<file path="src/rtl/tcm_mem_master_pkg.sv">
// Shared TCM widths, response-entry layout and the request address check.
package tcm_mem_master_pkg;

  localparam int unsigned TCM_ADDR_W = 14;
  localparam int unsigned TCM_STRB_W = 4;
  localparam int unsigned TCM_DATA_W = 32;

  // Response entry, MSB to LSB: {data, wr, err}.
  typedef struct packed {
    logic [TCM_DATA_W-1:0] data;
    logic                  wr;
    logic                  err;
  } resp_entry_t;

  localparam int unsigned RESP_W = $bits(resp_entry_t);

  // Misaligned, or outside the window whose offset bits are set in win_mask.
  function automatic logic req_err(input logic [31:0] addr,
                                   input logic [31:0] base,
                                   input logic [31:0] win_mask);
    return (addr[1:0] != 2'b00) || ((addr & ~win_mask) != (base & ~win_mask));
  endfunction

endpackage

</file>
<file path="src/rtl/tcm_resp_fifo.sv">
// Synchronous FIFO with a registered head word and an occupancy count.
module tcm_resp_fifo #(
  parameter int unsigned DEPTH = 4,
  parameter int unsigned WIDTH = 34,
  localparam int unsigned PTR_W = (DEPTH > 1) ? $clog2(DEPTH) : 1,
  localparam int unsigned CNT_W = $clog2(DEPTH + 1)
) (
  input  logic             clk_i,
  input  logic             rst_i,
  input  logic             push,
  input  logic [WIDTH-1:0] din,
  input  logic             pop,
  output logic [WIDTH-1:0] head,
  output logic [CNT_W-1:0] count
);

  logic [WIDTH-1:0] mem [DEPTH];
  logic [PTR_W-1:0] wptr;
  logic [PTR_W-1:0] rptr;
  logic             do_pop;
  logic [CNT_W-1:0] count_nxt;
  logic [WIDTH-1:0] head_nxt;

  function automatic logic [PTR_W-1:0] inc(input logic [PTR_W-1:0] p);
    return (32'(p) == DEPTH - 1) ? '0 : p + PTR_W'(1);
  endfunction

  assign do_pop = pop && (count != '0);

  // Storage write; contents need no reset because count gates visibility.
  always_ff @(posedge clk_i) begin
    if (push) mem[wptr] <= din;
  end

  // Next count and next head; head holds its value when the FIFO drains.
  always_comb begin
    count_nxt = count;
    head_nxt  = head;
    if (push && !do_pop)      count_nxt = count + CNT_W'(1);
    else if (!push && do_pop) count_nxt = count - CNT_W'(1);
    if (count == '0) begin
      if (push) head_nxt = din;
    end else if (do_pop) begin
      if (count > CNT_W'(1)) head_nxt = mem[inc(rptr)];
      else if (push)         head_nxt = din;
    end
  end

  // Pointers, count and head register.
  always_ff @(posedge clk_i) begin
    if (rst_i) begin
      wptr  <= '0;
      rptr  <= '0;
      count <= '0;
      head  <= '0;
    end else begin
      if (push)   wptr <= inc(wptr);
      if (do_pop) rptr <= inc(rptr);
      count <= count_nxt;
      head  <= head_nxt;
    end
  end

endmodule

</file>
<file path="src/rtl/tcm_mem_master.sv">
// Valid/ready request initiator for one TCM RAM port with credit-protected ordered responses.
module tcm_mem_master
  import tcm_mem_master_pkg::*;
#(
  parameter int unsigned ADDR_W    = TCM_ADDR_W,
  parameter logic [31:0] BASE_ADDR = 32'h0000_0000,
  parameter int unsigned DEPTH     = 4
) (
  input  logic                  clk_i,
  input  logic                  rst_i,
  input  logic                  req_valid_i,
  output logic                  req_ready_o,
  input  logic [31:0]           req_addr_i,
  input  logic [TCM_DATA_W-1:0] req_data_i,
  input  logic [TCM_STRB_W-1:0] req_wr_i,
  output logic                  resp_valid_o,
  input  logic                  resp_ready_i,
  output logic [TCM_DATA_W-1:0] resp_data_o,
  output logic                  resp_wr_o,
  output logic                  resp_err_o,
  output logic [ADDR_W-1:0]     ram_addr_o,
  output logic [TCM_DATA_W-1:0] ram_data_o,
  output logic [TCM_STRB_W-1:0] ram_wr_o,
  input  logic [TCM_DATA_W-1:0] ram_data_i
);

  localparam int unsigned CNT_W    = $clog2(DEPTH + 1);
  localparam logic [31:0] WIN_MASK = 32'((64'(1) << (ADDR_W + 2)) - 64'(1));

  logic             acc;
  logic             err;
  logic             infl_v;
  logic             infl_wr;
  logic             infl_err;
  logic [CNT_W-1:0] occ;
  resp_entry_t      push_entry;
  resp_entry_t      head_entry;

  assign err = req_err(req_addr_i, BASE_ADDR, WIN_MASK);

  // Credit check: buffered plus in-flight responses must leave a free slot.
  assign req_ready_o = !rst_i && ((32'(occ) + 32'(infl_v)) < DEPTH);
  assign acc         = req_valid_i && req_ready_o;

  // RAM port is driven straight from the request; only strobes are gated.
  assign ram_addr_o = req_addr_i[ADDR_W+1:2];
  assign ram_data_o = req_data_i;
  assign ram_wr_o   = (acc && !err) ? req_wr_i : '0;

  // In-flight flag covers the one-cycle RAM read latency.
  always_ff @(posedge clk_i) begin
    if (rst_i) begin
      infl_v   <= 1'b0;
      infl_wr  <= 1'b0;
      infl_err <= 1'b0;
    end else begin
      infl_v <= acc;
      if (acc) begin
        infl_wr  <= |req_wr_i;
        infl_err <= err;
      end
    end
  end

  // Build the response entry from the RAM read-first data.
  always_comb begin
    push_entry.data = infl_err ? '0 : ram_data_i;
    push_entry.wr   = infl_wr;
    push_entry.err  = infl_err;
  end

  tcm_resp_fifo #(
    .DEPTH(DEPTH),
    .WIDTH(RESP_W)
  ) u_resp_fifo (
    .clk_i(clk_i),
    .rst_i(rst_i),
    .push (infl_v),
    .din  (push_entry),
    .pop  (resp_valid_o && resp_ready_i),
    .head (head_entry),
    .count(occ)
  );

  assign resp_valid_o = (occ != '0);
  assign resp_data_o  = head_entry.data;
  assign resp_wr_o    = head_entry.wr;
  assign resp_err_o   = head_entry.err;

endmodule

</file>
<file path="config.mk">
export PLATFORM = sky130hd
export DESIGN_NAME = tcm_mem_master
export DESIGN_NICKNAME = d
export VERILOG_FILES = /design/src/rtl/tcm_mem_master_pkg.sv /design/src/rtl/tcm_resp_fifo.sv /design/src/rtl/tcm_mem_master.sv
export SDC_FILE = /design/constraint.sdc
export NUM_CORES = 1
export LEC_CHECK = 0
export ABC_AREA = 0
export BUFFER_PORTS_ARGS = -buffer_cell sky130_fd_sc_hd__buf_4
export CAP_MARGIN = 20
export CORE_ASPECT_RATIO = 0.8
export CORE_MARGIN = 3
export CORE_UTILIZATION = 50
export CTS_CLUSTER_SIZE = 25
export DETAILED_ROUTE_END_ITERATION = 10
export PLACE_DENSITY = 0.75
export SLEW_MARGIN = 40
export SYNTH_ARGS = -nofsm -noshare
export SYNTH_HDL_FRONTEND = slang
export SYNTH_SLANG_ARGS = --single-unit
export TNS_END_PERCENT = 1
</file>
<file path="constraint.sdc">
create_clock -name clk_i -period 2.5 [get_ports clk_i]
set_input_delay 0 -clock clk_i [delete_from_list [all_inputs] [get_ports clk_i]]
set_output_delay 0 -clock clk_i [all_outputs]
set_load 0.1 [all_outputs]
</file>
* After elaboration in Yosys (flattened, before gate mapping)
Memories as Yosys holds them, arrays and structs flattened.
Index checks and enable logic that the tools add are counted.
** Word-level totals
- Bits in registers :: 44
- Memory bits (writable) :: 136
- Input port bits :: 104
- Output and inout bits :: 86
- Word-level logic and storage cells :: 48
- Memories kept :: 1
** Memory list
- u_resp_fifo.mem :: words 4, width 34, rd ports 1, clocked after memory_dff 0, write ports 1, line tcm_resp_fifo.sv:17 : logic [WIDTH-1:0] mem [DEPTH];
** Cells by class
- $add $sub $neg :: 5
- $lt $le $gt $ge :: 2
- Equality and inequality tests :: 2
- Multiplexer cells :: 12
- Reductions and logical operators :: 19
** Operators with widths (count)
- 34-bit 2-to-1 mux :: 4
- 32-bit 2-to-1 mux :: 1
- 32-bit nonzero test :: 1
- 1-bit logical AND :: 7
- 3-bit 2-to-1 mux :: 2
- 2-bit nonzero test :: 3
- 2-bit by 1-bit adder with 2-bit output, second input constant :: 2
- 3-bit by 1-bit adder with 4-bit output :: 1
- 2-bit == test, second input constant :: 2
- 1-bit zero test :: 4
- 4-bit by 3-bit < comparator with 1-bit output, second input constant :: 1
- 2-bit 2-to-1 mux :: 2
- 4-bit 2-to-1 mux :: 1
- 4-bit OR reduction :: 1
- 3-bit by 1-bit adder with 3-bit output, second input constant :: 1
- 3-bit by 1-bit greater-than comparator with 1-bit output, second input constant :: 1
- 3-bit zero test :: 1
- 3-bit nonzero test :: 1
- 3-bit by 1-bit subtractor with 3-bit output, second input constant :: 1
- 1-bit 2-to-1 mux :: 2
- 1-bit logical OR :: 1

* Longest topological paths before layout
Gate-level depths: netlist of run 1.
- Word-level depth :: 6
- Depth in mapped cells :: 10
- Depth with buffers taken out :: 10

* Modules after synthesis
A second synthesis of run 1 with hierarchy kept.
** Unflattened totals
- Cells, all modules :: 533
- Area, all modules :: 7983.9 um^2
** By module, submodules not included
- tcm_resp_fifo :: times used 1, cells each 425, area each 7190.6 um^2, seq. area each 4904.7 um^2
- tcm_mem_master :: times used 1, cells each 108, area each 793.3 um^2, seq. area each 60.1 um^2

* Least setup slack after synthesis of run 1
Ideal clock, no wire load.
- Path type :: register to output
- From :: reg infl_v
- To :: out ram_wr_o[0]
- Arrival time :: 3.162 ns
- Data required time :: 2.500 ns
- Setup slack :: -0.662 ns
- Cell stages (with the launch flop) :: 6
- Path buffers :: 1
- Path through :: dfxtp_1 > buf_2 > a311oi_2 > nand2_1 > nor3_2 > and2_1
** Between the ends
- Longest elaborated chain between the ends :: 6
** RTL lines
- start: declaration :: line tcm_mem_master.sv:32 : logic infl_v;
- start signal: assignment :: line tcm_mem_master.sv:53 : infl_v <= 1'b0;
- start signal: assignment :: line tcm_mem_master.sv:57 : infl_v <= acc;
- 3-bit by 1-bit adder with 4-bit output :: line tcm_mem_master.sv:42 : assign req_ready_o = !rst_i && ((32'(occ) + 32'(infl_v)) < DEPTH);
- 4-bit by 3-bit < comparator with 1-bit output :: line tcm_mem_master.sv:42
- 1-bit logical AND :: line tcm_mem_master.sv:42
- via req_ready_o :: line tcm_mem_master.sv:12 : output logic req_ready_o,
- 1-bit logical AND :: line tcm_mem_master.sv:43 : assign acc = req_valid_i && req_ready_o;
- 1-bit logical AND :: line tcm_mem_master.sv:48 : assign ram_wr_o = (acc && !err) ? req_wr_i : '0;
- 4-bit 2-to-1 mux :: line tcm_mem_master.sv:48
- end: declaration :: line tcm_mem_master.sv:23 : output logic [TCM_STRB_W-1:0] ram_wr_o,
The timed path passes the listed nets, and every way through them passes these cells.

* Worst setup path after layout of run 1
- From :: reg u_resp_fifo.count[0]
- To :: reg u_resp_fifo.rptr[0]
** Between the ends
- Longest elaborated chain between the ends :: 3
** RTL lines
- start: declaration :: line tcm_resp_fifo.sv:14 : output logic [CNT_W-1:0] count
- start signal: assignment :: line tcm_resp_fifo.sv:59 : count <= count_nxt;
- 3-bit nonzero test * :: line tcm_resp_fifo.sv:28, tcm_mem_master.sv:85
- 1-bit logical AND :: line tcm_mem_master.sv:80 : .pop (resp_valid_o && resp_ready_i),
- 1-bit logical AND * :: line tcm_resp_fifo.sv:28 : assign do_pop = pop && (count != '0);
- end signal: assignment :: line tcm_resp_fifo.sv:58 : if (do_pop) rptr <= inc(rptr);
- end: declaration :: line tcm_resp_fifo.sv:19 : logic [PTR_W-1:0] rptr;
Every way passes the cells marked *; elsewhere a longest branch is shown, timed or not.
A chain may end at the register's enable or synchronous reset.

==> results of run 1 <==
[cells by family after synthesis]
family          count (synthesis)
simple gates                   77
xor+xnor                        2
mux                            70
buf+inv                        88
flops                         180
compound gates                142
fa+ha+maj                      10
[sequential cells by signal, indices dropped and copies added (netlist names)]
register,cells
infl_wr,1
infl_err,1
u_resp_fifo.rptr,2
infl_v,1
u_resp_fifo.wptr,2
u_resp_fifo.mem,136
u_resp_fifo.head,34
u_resp_fifo.count,3
[worst reg2reg max path: cells and delay by family, from the launching register on]
family	cells	cell delay [ps]
buf+inv	3	800
simple gates	3	620
fa+ha+maj	1	220
flops	1	490
compound gates	1	130
[routing by layer]
metal,vias up,part of all wire
met5,-,0
met4,0,0.021
met3,51,0.068
met2,212,0.50
met1,2485,0.41
li1,2256,-
[power groups by stage]
stage | registers (µW) | clock network [µW] | logic, µW
after floorplan | 5390 | 0 | 2240
after global placement | 3940 | 0 | 4330
after detailed placement | 3960 | 0 | 4430
after CTS | 3910 | 2890 | 4470
after global routing | 3950 | 3010 | 4670
final | 3920 | 2850 | 4450
[repair_timing]
action                                  in CTS  in global routing
endpoints found under the hold margin       12                  0
endpoints found under the setup margin       0                  2
resized for setup                            0                  1
hold buffers                                 6                  0
[path summary, 6_finish.rpt]
kind                   startpoint                  end  slack (ps)
max          u_resp_fifo.count[0]  u_resp_fifo.rptr[0]         190
min                req_addr_i[10]        ram_addr_o[8]        0.04
max reg2reg  u_resp_fifo.count[0]  u_resp_fifo.rptr[0]         190
min reg2reg   u_resp_fifo.rptr[1]  u_resp_fifo.rptr[1]         480
[final cells by class]
class                   instances  share of cell area
well taps                     210              0.0282
clock buffers                  18              0.0471
multi-input cells             301               0.256
clock inverters                14              0.0218
repair buffers                128               0.111
inverters                       6             0.00282
flip-flops and latches        180               0.533
[cells in the mapped netlist (2+ instances only)]
library cell,instances
a22o_1,31
nand2_1,9
buf_2,16
dfxtp_1,44
ha_1,10
nor2b_1,34
buf_4,49
mux2_2,2
o211ai_1,31
edfxtp_1,136
xor2_1,2
clkbuf_1,15
or2_1,2
mux2i_1,65
a311oi_1,2
nor3_2,2
buf_6,2
nor4_1,4
mux4_2,3
a21oi_1,37
a22oi_1,31
and2_1,8
a211oi_1,2
nor2_1,11
inv_1,6
[stage by stage]
step                      instance area [µm²]  utilization
final                                    9320        0.613
after global placement                   8610        0.566
after detailed placement                 8610        0.566
after floorplan                          7890            -
after CTS                                9320        0.612
after global routing                     9320        0.613
[cell usage in the layout, fill, tap and decap left out, drive strengths merged, types with 3 or more instances in the layout]
cell,synthesis,layout
inv,6,7
nor2,11,11
mux2i,65,65
nand2,9,9
or2,3,3
mux4,3,3
a22o,31,31
dlygate4sd3,0,6
clkbuf,15,18
nor3,3,3
a311oi,3,3
clkinvlp,0,6
a22oi,31,31
nor2b,34,34
dfxtp,44,44
ha,10,10
bufinv,0,4
edfxtp,136,136
o211ai,31,31
a21oi,38,38
clkinv,0,3
nor4,4,4
and2,8,8
buf,67,122
==> summary.txt, run 1 <==
Logic synthesis
  • Top FF cell, synth: edfxtp_1
  • Largest family of logic cells by synthesized area: compound AO/OA/AOI/OAI gates
  • Syn Inst Count: 569
  • Area leader, netlist: edfxtp_1
  • Post-synth EDFFs: 136
  • Register area share after synthesis: 0.631
  • Dominant cells by area after synthesis: edfxtp_1, dfxtp_1, mux2i_1, buf_4, a22o_1
  • Syn. warnings: 0
  • Mapped Nets: roughly 700
  • Post-Synth Simple-Gate Area: 0.0556
  • Synth Area per Inst: about 14 µm²
  • Flops & latches, synth: 180
  • Top-area cell type share of the netlist area: 0.519
  • Syn Std Cell Area: 7870 µm²
  • Count of cell types in the netlist: 40
  • Compound-Gate Fraction of Synth Area: 0.131
  • Post-synthesis adder-cell area fraction: 0.0159
  • XOR/XNOR share of the synthesized area: 0.00223
  • Mux share of post-synthesis cell area: 0.0941
  • Async SR Flop Fraction: 0

Pwr
  • Comb pwr share: 0.397
  • Leak: 0.00330 µW
  • Worst-case vdd ir drop: 0.000750 V
  • Clock Power Share: 0.254
  • Tot Pwr: around 11000 µW
  • Register share of total power: 0.349
  • Pwr dens: 1200 nW/µm²
  • Switch Pwr: 4580 µW
  • Internal cell power: between 6000 and 7000 µW
  • Sw frac: 0.409

Worst setup path
  • WP data required: ~2900 ps
  • CP max stage delay: between 500 and 600 ps
  • Slowest stage cell, crit path: dlygate4sd3_1
  • CP cell instances: inv_1, ha_1, nor2b_2, clkinvlp_4, nand2_1, or2_2, a21oi_1, dlygate4sd3_1
  • Largest delay contributor family on the critical path: buffers and inverters
  • Startpoint types: register
  • Max FO, Critical Path: 6
  • WP depth: 8
  • CP Buf/Inv Count: 3
  • Crit Path Category: reg -> reg
  • R2R depth: 8
  • Worst EP arrival: 2680 ps
  • CP endpoint kind: register

Cells and area
  • FF+latch area: 4970 µm²
  • Ant diodes: 0
  • Layout cells sized above 1: 0.269
  • # fillers: 1197
  • P&R area growth vs syn: 18.4%
  • Non-Filler Instances: 857
  • Multi-input gate area: 2380 µm²
  • Nets: around 750

Die
  • CORE AREA: 15200 µm²
  • Initial Util: 0.517
  • DIE AREA: 17300 µm²
  • Die Wd: 146 µm
  • Cell row count: 40
  • Die height: 118 µm
  • # IOs: 190

Clock tree
  • Num CTS Buffers: 17
  • CTS root buf: clkbuf_16
  • Clk buf depth: 2
  • CTS HTree Levels: 4
  • Worst-path clk slew: 60 ps
  • Later-pin clock latency in the skew report: 430 ps
  • Clk sinks: between 150 and 200
  • Setup bufs post-CTS: 0
  • TritonCTS clock tree: done

Routing
  • DR vias: around 5000
  • Routed length per instance: 21.7 µm
  • Detail Route Antenna Nets: 0
  • DR pass1 iterations: 5
  • Total Wirelength: 18600 µm
  • Initial drt markers: 357
  • DR DRC count: 0
  • Vias per std cell: 5.84

Global route
  • GR Util All Layers: 0.213
  • Largest net degree at the start of global routing: 35
  • Gr busiest metal: met2
  • Met1 usage: 0.263
  • Global-route wire length before repair: between 20000 and 30000 µm
  • Initial antenna violation count: 0
  • Vias in the first global route: 5136
  • Congestion Overflow GR: 0
  • Met3 global-route usage: 0.0552
  • Grt met2 use: 0.358

STA
  • Post-layout minimum cycle time: between 2000 and 2500 ps
  • RSZ-0062 raised after global routing: no
  • Final Hold Violating Endpoints: 0
  • Final period utilization: 0.923
  • Fin worst setup slack: 193 ps
  • Max-slew violations: 0
  • Aggregate negative setup slack: 0 ps
  • Hold_ws: between 0.03 and 0.04 ps
  • Least-Margin Pin Slew: 513 ps
  • Final clock skew: 7.55 ps
  • Final Setup Violations: 0
  • Slew margin rel.: 0.658
  • Fmax: 433 MHz

Outcome
  • Status: complete, no violations

Hold path
  • Hold path depth: 0
  • Hold Crit Class: in -> out

Place
  • GP Congestion: 0.756
  • DP Cell Count: 819
  • Port buffer count: a little under 100
  • Hpwl dp: about 12000 µm
  • Setup WS pre-CTS: 108 ps

Run
  • Max Cap Violations: 0
Power figures use the tool's default switching activity.
==> run 2, diff against run 1 <==
==> constraint.sdc (replaced) <==
create_clock -name clk_i -period 2.67 [get_ports clk_i]
set_input_delay 0 -clock clk_i [delete_from_list [all_inputs] [get_ports clk_i]]
set_output_delay 0 -clock clk_i [all_outputs]
set_load 0.1 [all_outputs]
==> run 2 against run 1 <==
  * Die area unchanged
  * Total power decreased by 8.0%
  * Critical path depth unchanged
  * First-iteration DRC count rose by 3.4%
  * Routed wire length decreased by 1.2%
  * Highest routed layer unchanged
  * Clock power fell by 13%
  * Flip-flop and latch count stayed put
  * Combinational power decreased by 6.7%
  * Core utilization decreased by 0.59 points
  * Critical path type unchanged
  * Largest cell class unchanged
  * Sequential share of layout area rose by 0.52 points
  * Sequential power is 6.4% lower
==> summary.txt, run 2 (synthesis results as in run 1) <==
Clock tree
  • Clk buf depth: 2 (unchanged)
  • Num CTS Buffers: 17 (unchanged)
  • CTS HTree Levels: 4 (unchanged)
  • CTS root buf: clkbuf_16 (unchanged)
  • Later-pin clock latency in the skew report: 420 ps (was 430 ps)
  • Clk sinks: 180 (unchanged)
  • CTS resizes: 0 (unchanged)
  • Worst-path clk slew: 60 ps (about the same)
  • Setup bufs post-CTS: 0 (unchanged)
  • TritonCTS clock tree: done (unchanged)

Routing
  • Total Wirelength: 18400 µm (was 18600 µm)
  • Routed length per instance: 21.6 µm (was 21.7 µm)
  • Initial drt markers: 369 (was 357)
  • Detail Route Antenna Nets: 0 (unchanged)
  • DR DRC count: 0 (unchanged)
  • Vias per std cell: 5.84 (about the same)
  • DR pass1 iterations: 5 (unchanged)
  • DR vias: 4980 (was 5004)

STA
  • Final Setup Violations: 0 (unchanged)
  • Least-Margin Pin Slew: 584 ps (was 513 ps)
  • Fmax: 441 MHz (was 433 MHz)
  • Final Hold Violating Endpoints: 0 (unchanged)
  • Aggregate negative setup slack: 0 ps (unchanged)
  • Final clock skew: 8.63 ps (was 7.55 ps)
  • Final period utilization: 0.850 (was 0.923)
  • Post-layout minimum cycle time: 2270 ps (was 2310 ps)
  • RSZ-0062 raised after global routing: no (unchanged)
  • Max-slew violations: 0 (unchanged)
  • Slew margin rel.: 0.611 (was 0.658)

Cells and area
  • Layout cells sized above 1: 0.258 (was 0.269)
  • Max reg flops: 136 (unchanged)
  • FF+latch area: 4970 µm² (unchanged)
  • Most frequent cells in the layout: edfxtp_1, buf_4, mux2i_1, dfxtp_1, a21oi_1 (unchanged)
  • # fillers: 1169 (was 1197)
  • Top flop regs: u_resp_fifo.mem x136, u_resp_fifo.head x34, u_resp_fifo.count x3 (unchanged)
  • Nets: 744 (was 748)
  • Finished Cell Area: 9230 µm² (was 9320 µm²)
  • Ant diodes: 0 (unchanged)
  • Commonest non-fill, non-tap cell in the layout: edfxtp_1 (unchanged)
  • P&R area growth vs syn: 17.3% (was 18.4%)
  • Multi-input gate area: 2380 µm² (about the same)
  • Biggest register: u_resp_fifo.mem (unchanged)

Pwr
  • Worst-case vdd ir drop: 0.000910 V (was 0.000750 V)
  • Pwr dens: 1120 nW/µm² (was 1200 nW/µm²)
  • Leak: 0.00327 µW (was 0.00330 µW)

Run
  • Max Cap Violations: 0 (unchanged)

Place
  • Port buffer count: 97 (unchanged)
  • GP Congestion: 0.734 (was 0.756)
  • Placed cell area: 8590 µm² (was 8610 µm²)
  • Hpwl dp: 11300 µm (was 11700 µm)

Worst setup path
  • CP Buf/Inv Count: 2 (was 3)
  • WP data required: 3020 ps (was 2870 ps)
  • Crit Path Category: reg -> reg (unchanged)
  • CP max stage delay: 390 ps (was 560 ps)
  • Largest delay contributor family on the critical path: simple AND/OR/NAND/NOR gates (was buffers and inverters)
  • Max FO, Critical Path: 6 (unchanged)
  • Startpoint types: register (unchanged)
  • Slowest stage cell, crit path: dfxtp_1 (was dlygate4sd3_1)
  • CP cell instances: inv_1, ha_1, nor2b_1, inv_1, nand2_1, ha_1, or3_1, a21oi_1 (was inv_1, ha_1, nor2b_2, clkinvlp_4, nand2_1, or2_2, a21oi_1, dlygate4sd3_1)
  • Worst EP arrival: 2620 ps (was 2680 ps)
  • CP endpoint kind: register (unchanged)

Global route
  • Initial antenna violation count: 0 (unchanged)
  • GR Util All Layers: 0.212 (was 0.213)
  • Largest net degree at the start of global routing: 39 (was 35)
  • Vias in the first global route: 5111 (was 5136)
  • Congestion Overflow GR: 0 (unchanged)
  • Global-route wire length before repair: 28400 µm (was 28200 µm)

Outcome
  • Status: complete, no violations (unchanged)

Die
  • Die height: 118 µm (unchanged)
  • # IOs: 190 (unchanged)
  • DIE AREA: 17300 µm² (unchanged)
  • Cell row count: 40 (unchanged)
  • Die Wd: 146 µm (unchanged)
  • Initial Util: 0.517 (unchanged)
  • CORE AREA: 15200 µm² (unchanged)

Hold path
  • Hold Crit Class: in -> out (unchanged)
## run 2: stage by stage
step	utilization	worst slack, ps	power, µW	hold slack [ps]	cells
floorplan	-	19.6	7130	72.1	569
global placement	0.564	608	7730	0.681	816
detailed placement	0.564	469	7840	0.681	816
CTS	0.607	438	10300	0.310	853
global route	0.607	291	10700	0.170	853
finish	0.607	402	10300	0.0385	853
## run 2: what timing repair did
| action | CTS | global route |
|---|---|---|
| setup endpoints to repair | 0 | 0 |
| hold buffers | 5 | 0 |
| hold endpoints to repair | 12 | 0 |
## run 2: cell type report
class                           count  share of cell area
Clock buffer                       18              0.0465
Sequential cell                   180               0.538
Multi-Input combinational cell    301               0.258
Timing Repair Buffer              124               0.109
Inverter                            6             0.00244
Tap cell                          210              0.0285
Clock inverter                     14              0.0175
## run 2: where the power goes
group / total, µW / switching [µW] / internal (µW)
Combinational: 4150 / 2970 / 1180
Sequential: 3670 / 277 / 3390
Clock: 2490 / 1030 / 1470
Total: 10300 / 4270 / 6040
## run 2: routing by layer
layer | global-route usage | vias to the layer above | share of wire
met5 | 0 | - | 0
met3 | 0.0556 | 43 | 0.066
met2 | 0.346 | 196 | 0.48
li1 | - | 2248 | -
met4 | 0.0781 | 0 | 0.027
met1 | 0.276 | 2493 | 0.43
## run 2: worst paths after layout
| path | depth (start not counted) | slack (ps) | start | endpoint |
|---|---|---|---|---|
| setup reg to reg | 8 | 400 | u_resp_fifo.count[0] | u_resp_fifo.count[2] |
| hold / removal | 0 | 0.04 | req_data_i[14] | ram_data_o[14] |
| hold reg to reg | 2 | 490 | u_resp_fifo.head[32] | u_resp_fifo.head[32] |
| setup / recovery | 8 | 400 | u_resp_fifo.count[0] | u_resp_fifo.count[2] |
==> run 3, diff against run 2 <==
==> constraint.sdc (replaced) <==
create_clock -name clk_i -period 2.3 [get_ports clk_i]
set_input_delay 0 -clock clk_i [delete_from_list [all_inputs] [get_ports clk_i]]
set_output_delay 0 -clock clk_i [all_outputs]
set_load 0.1 [all_outputs]
==> run 3 against run 2 <==
  * Setup slack got worse by 220 ps
  * Worst hold slack about the same
  * Clock power grew 20%
  * Critical path type unchanged
==> summary.txt, run 3 (synthesis results as in run 1) <==
Global route
  • Gr busiest metal: met2 (unchanged)
  • GR Util All Layers: 0.208 (was 0.212)
  • Met1 usage: 0.264 (was 0.276)
  • Met3 global-route usage: 0.0594 (was 0.0556)
  • Grt met2 use: 0.342 (was 0.346)
  • Largest net degree at the start of global routing: 35 (was 39)
  • Congestion Overflow GR: 0 (unchanged)
  • Global-route wire length before repair: 27600 µm (was 28400 µm)
  • Initial antenna violation count: 0 (unchanged)
  • Vias in the first global route: 5121 (was 5111)

Worst setup path
  • Cell mode on critical path: buf_4
  • CP cell instances: ha_2, buf_4, buf_4, mux2i_1, o211ai_1, a22o_1 (was inv_1, ha_1, nor2b_1, inv_1, nand2_1, ha_1, or3_1, a21oi_1)
  • CP Buf/Inv Count: 2 (unchanged)
  • Slowest stage cell, crit path: ha_2 (was dfxtp_1)
  • WP data required: 2620 ps (was 3020 ps)
  • CP endpoint kind: register (unchanged)
  • Largest delay contributor family on the critical path: buffers and inverters (was simple AND/OR/NAND/NOR gates)
  • Worst EP arrival: 2450 ps (was 2620 ps)
  • Crit Path Category: reg -> reg (unchanged)
  • CP max stage delay: 490 ps (was 390 ps)
  • Max FO, Critical Path: 12 (was 6)
  • Startpoint types: register (unchanged)

Pwr
  • Comb pwr share: 0.406 (was 0.402)
  • Sw frac: 0.406 (was 0.414)
  • Internal cell power: 7230 µW (was 6040 µW)
  • Clock Power Share: 0.245 (was 0.242)
  • Register share of total power: 0.348 (was 0.356)
  • Pwr dens: 1290 nW/µm² (was 1120 nW/µm²)
  • Leak: 0.00336 µW (was 0.00327 µW)
  • Switch Pwr: 4950 µW (was 4270 µW)
  • Worst-case vdd ir drop: 0.000765 V (was 0.000910 V)
  • Tot Pwr: 12200 µW (was 10300 µW)

Place
  • Port buffer count: 97 (unchanged)
  • Placed cell area: 8680 µm² (was 8590 µm²)
  • GP Congestion: 0.777 (was 0.734)
  • Hpwl dp: 11300 µm (about the same)
  • DP Cell Count: 820 (was 816)

STA
  • Max-slew violations: 0 (unchanged)
  • Fmax: 471 MHz (was 441 MHz)
  • Final period utilization: 0.922 (was 0.850)
  • RSZ-0062 raised after global routing: no (unchanged)
  • Final Setup Violations: 0 (unchanged)
  • Final clock skew: 9.18 ps (was 8.63 ps)
  • Slew margin rel.: 0.575 (was 0.611)
  • Least-Margin Pin Slew: 637 ps (was 584 ps)
  • Aggregate negative setup slack: 0 ps (unchanged)
  • Post-layout minimum cycle time: 2120 ps (was 2270 ps)
  • Final Hold Violating Endpoints: 0 (unchanged)

Cells and area
  • # fillers: 1174 (was 1169)
  • Non-Filler Instances: 862 (was 853)
  • Finished Cell Area: 9400 µm² (was 9230 µm²)
  • Most frequent cells in the layout: edfxtp_1, buf_4, mux2i_1, dfxtp_1, a21oi_1 (unchanged)
  • Ant diodes: 0 (unchanged)
  • Commonest non-fill, non-tap cell in the layout: edfxtp_1 (unchanged)
  • Max reg flops: 136 (unchanged)
  • Top flop regs: u_resp_fifo.mem x136, u_resp_fifo.head x34, u_resp_fifo.count x3 (unchanged)
  • Biggest register: u_resp_fifo.mem (unchanged)
  • Nets: 753 (was 744)
  • P&R area growth vs syn: 19.5% (was 17.3%)
  • Layout cells sized above 1: 0.276 (was 0.258)

Clock tree
  • Later-pin clock latency in the skew report: 430 ps (was 420 ps)
  • CTS root buf: clkbuf_16 (unchanged)
  • CTS resizes: 0 (unchanged)
  • Clk sinks: 180 (unchanged)
  • Setup bufs post-CTS: 0 (unchanged)
  • TritonCTS clock tree: done (unchanged)
  • Clk buf depth: 2 (unchanged)
  • CTS HTree Levels: 4 (unchanged)
  • Num CTS Buffers: 17 (unchanged)
  • Worst-path clk slew: 60 ps (about the same)

Die
  • Initial Util: 0.517 (unchanged)
  • CORE AREA: 15200 µm² (unchanged)
  • Die height: 118 µm (unchanged)
  • # IOs: 190 (unchanged)
  • Die Wd: 146 µm (unchanged)
  • DIE AREA: 17300 µm² (unchanged)
  • Cell row count: 40 (unchanged)

Routing
  • Total Wirelength: 18100 µm (was 18400 µm)
  • Initial drt markers: 384 (was 369)
  • Detail Route Antenna Nets: 0 (unchanged)
  • Vias per std cell: 5.75 (was 5.84)
  • Routed length per instance: 21.0 µm (was 21.6 µm)
  • DR vias: 4955 (was 4980)
  • DR pass1 iterations: 5 (unchanged)
  • DR DRC count: 0 (unchanged)

Outcome
  • Status: complete, no violations (unchanged)

Run
  • Max Cap Violations: 0 (unchanged)

Hold path
  • Hold Crit Class: in -> out (unchanged)
==> run 3: cell types whose count changed in the layout (fill, tap and decap cells not counted), moves of 2 or more <==
cell,change
and2_1,-4
and2_4,+4
buf_4,+2
clkbuf_8,+3
clkinv_1,-2
clkinv_2,-2
clkinvlp_4,+2
dlygate4sd3_1,+5
inv_6,+2
nand2_1,-2
nand2_2,+2
==> run 3: worst reg2reg max path, cell delays in order, from the launching register on <==
cell and delay, ps:
dfxtp_1 360, ha_2 490, buf_4 300, buf_4 290, mux2i_1 240, o211ai_1 140, a22o_1 220
==> run 3: final timing paths <==
| kind | start | slack, ps | to | depth (start not counted) |
|---|---|---|---|---|
| setup / recovery | u_resp_fifo.rptr[0] | 180 | u_resp_fifo.head[20] | 6 |
| hold / removal | req_addr_i[2] | 0.04 | ram_addr_o[0] | 0 |
| setup reg to reg | u_resp_fifo.rptr[0] | 180 | u_resp_fifo.head[20] | 6 |
| hold reg to reg | u_resp_fifo.head[32] | 490 | u_resp_fifo.head[32] | 2 |
==> run 3: power groups by stage <==
| stage | logic (µW) | registers, µW | clock network [µW] |
|---|---|---|---|
| floorplan | 2450 | 5860 | 0 |
| global route | 5230 | 4280 | 3160 |
| CTS | 4970 | 4240 | 3020 |
| finish | 4950 | 4240 | 2990 |
| global placement | 4730 | 4290 | 0 |
| detailed placement | 4920 | 4300 | 0 |
==> run 3: per-stage QoR <==
stage,utilization,hold slack [ps],setup slack (ps)
floorplan,-,72.1,-10.9
global placement,0.568,0.681,173
detailed placement,0.570,0.681,137
CTS,0.618,0.0923,97.1
global route,0.618,0.166,53.4
finish,0.618,0.0386,178
==> run 3: metal layers <==
metal	part of all wire	routed length (µm)
met5	0	0
met4	0.024	430
met3	0.070	1270
met2	0.49	8820
met1	0.42	7580
==> run 3: layout make-up <==
cell class              instances  area, µm²  share of cell area
inverters                       6       26.3             0.00279
clock inverters                11        149              0.0158
flip-flops and latches        180       4970               0.528
clock buffers                  21        470              0.0500
well taps                     210        263              0.0279
repair buffers                133       1110               0.118
multi-input cells             301       2420               0.257
==> run 3: timing repair <==
item,CTS,global route
endpoints found under the setup margin,0,0
hold buffers,10,0
endpoints found under the hold margin,27,0
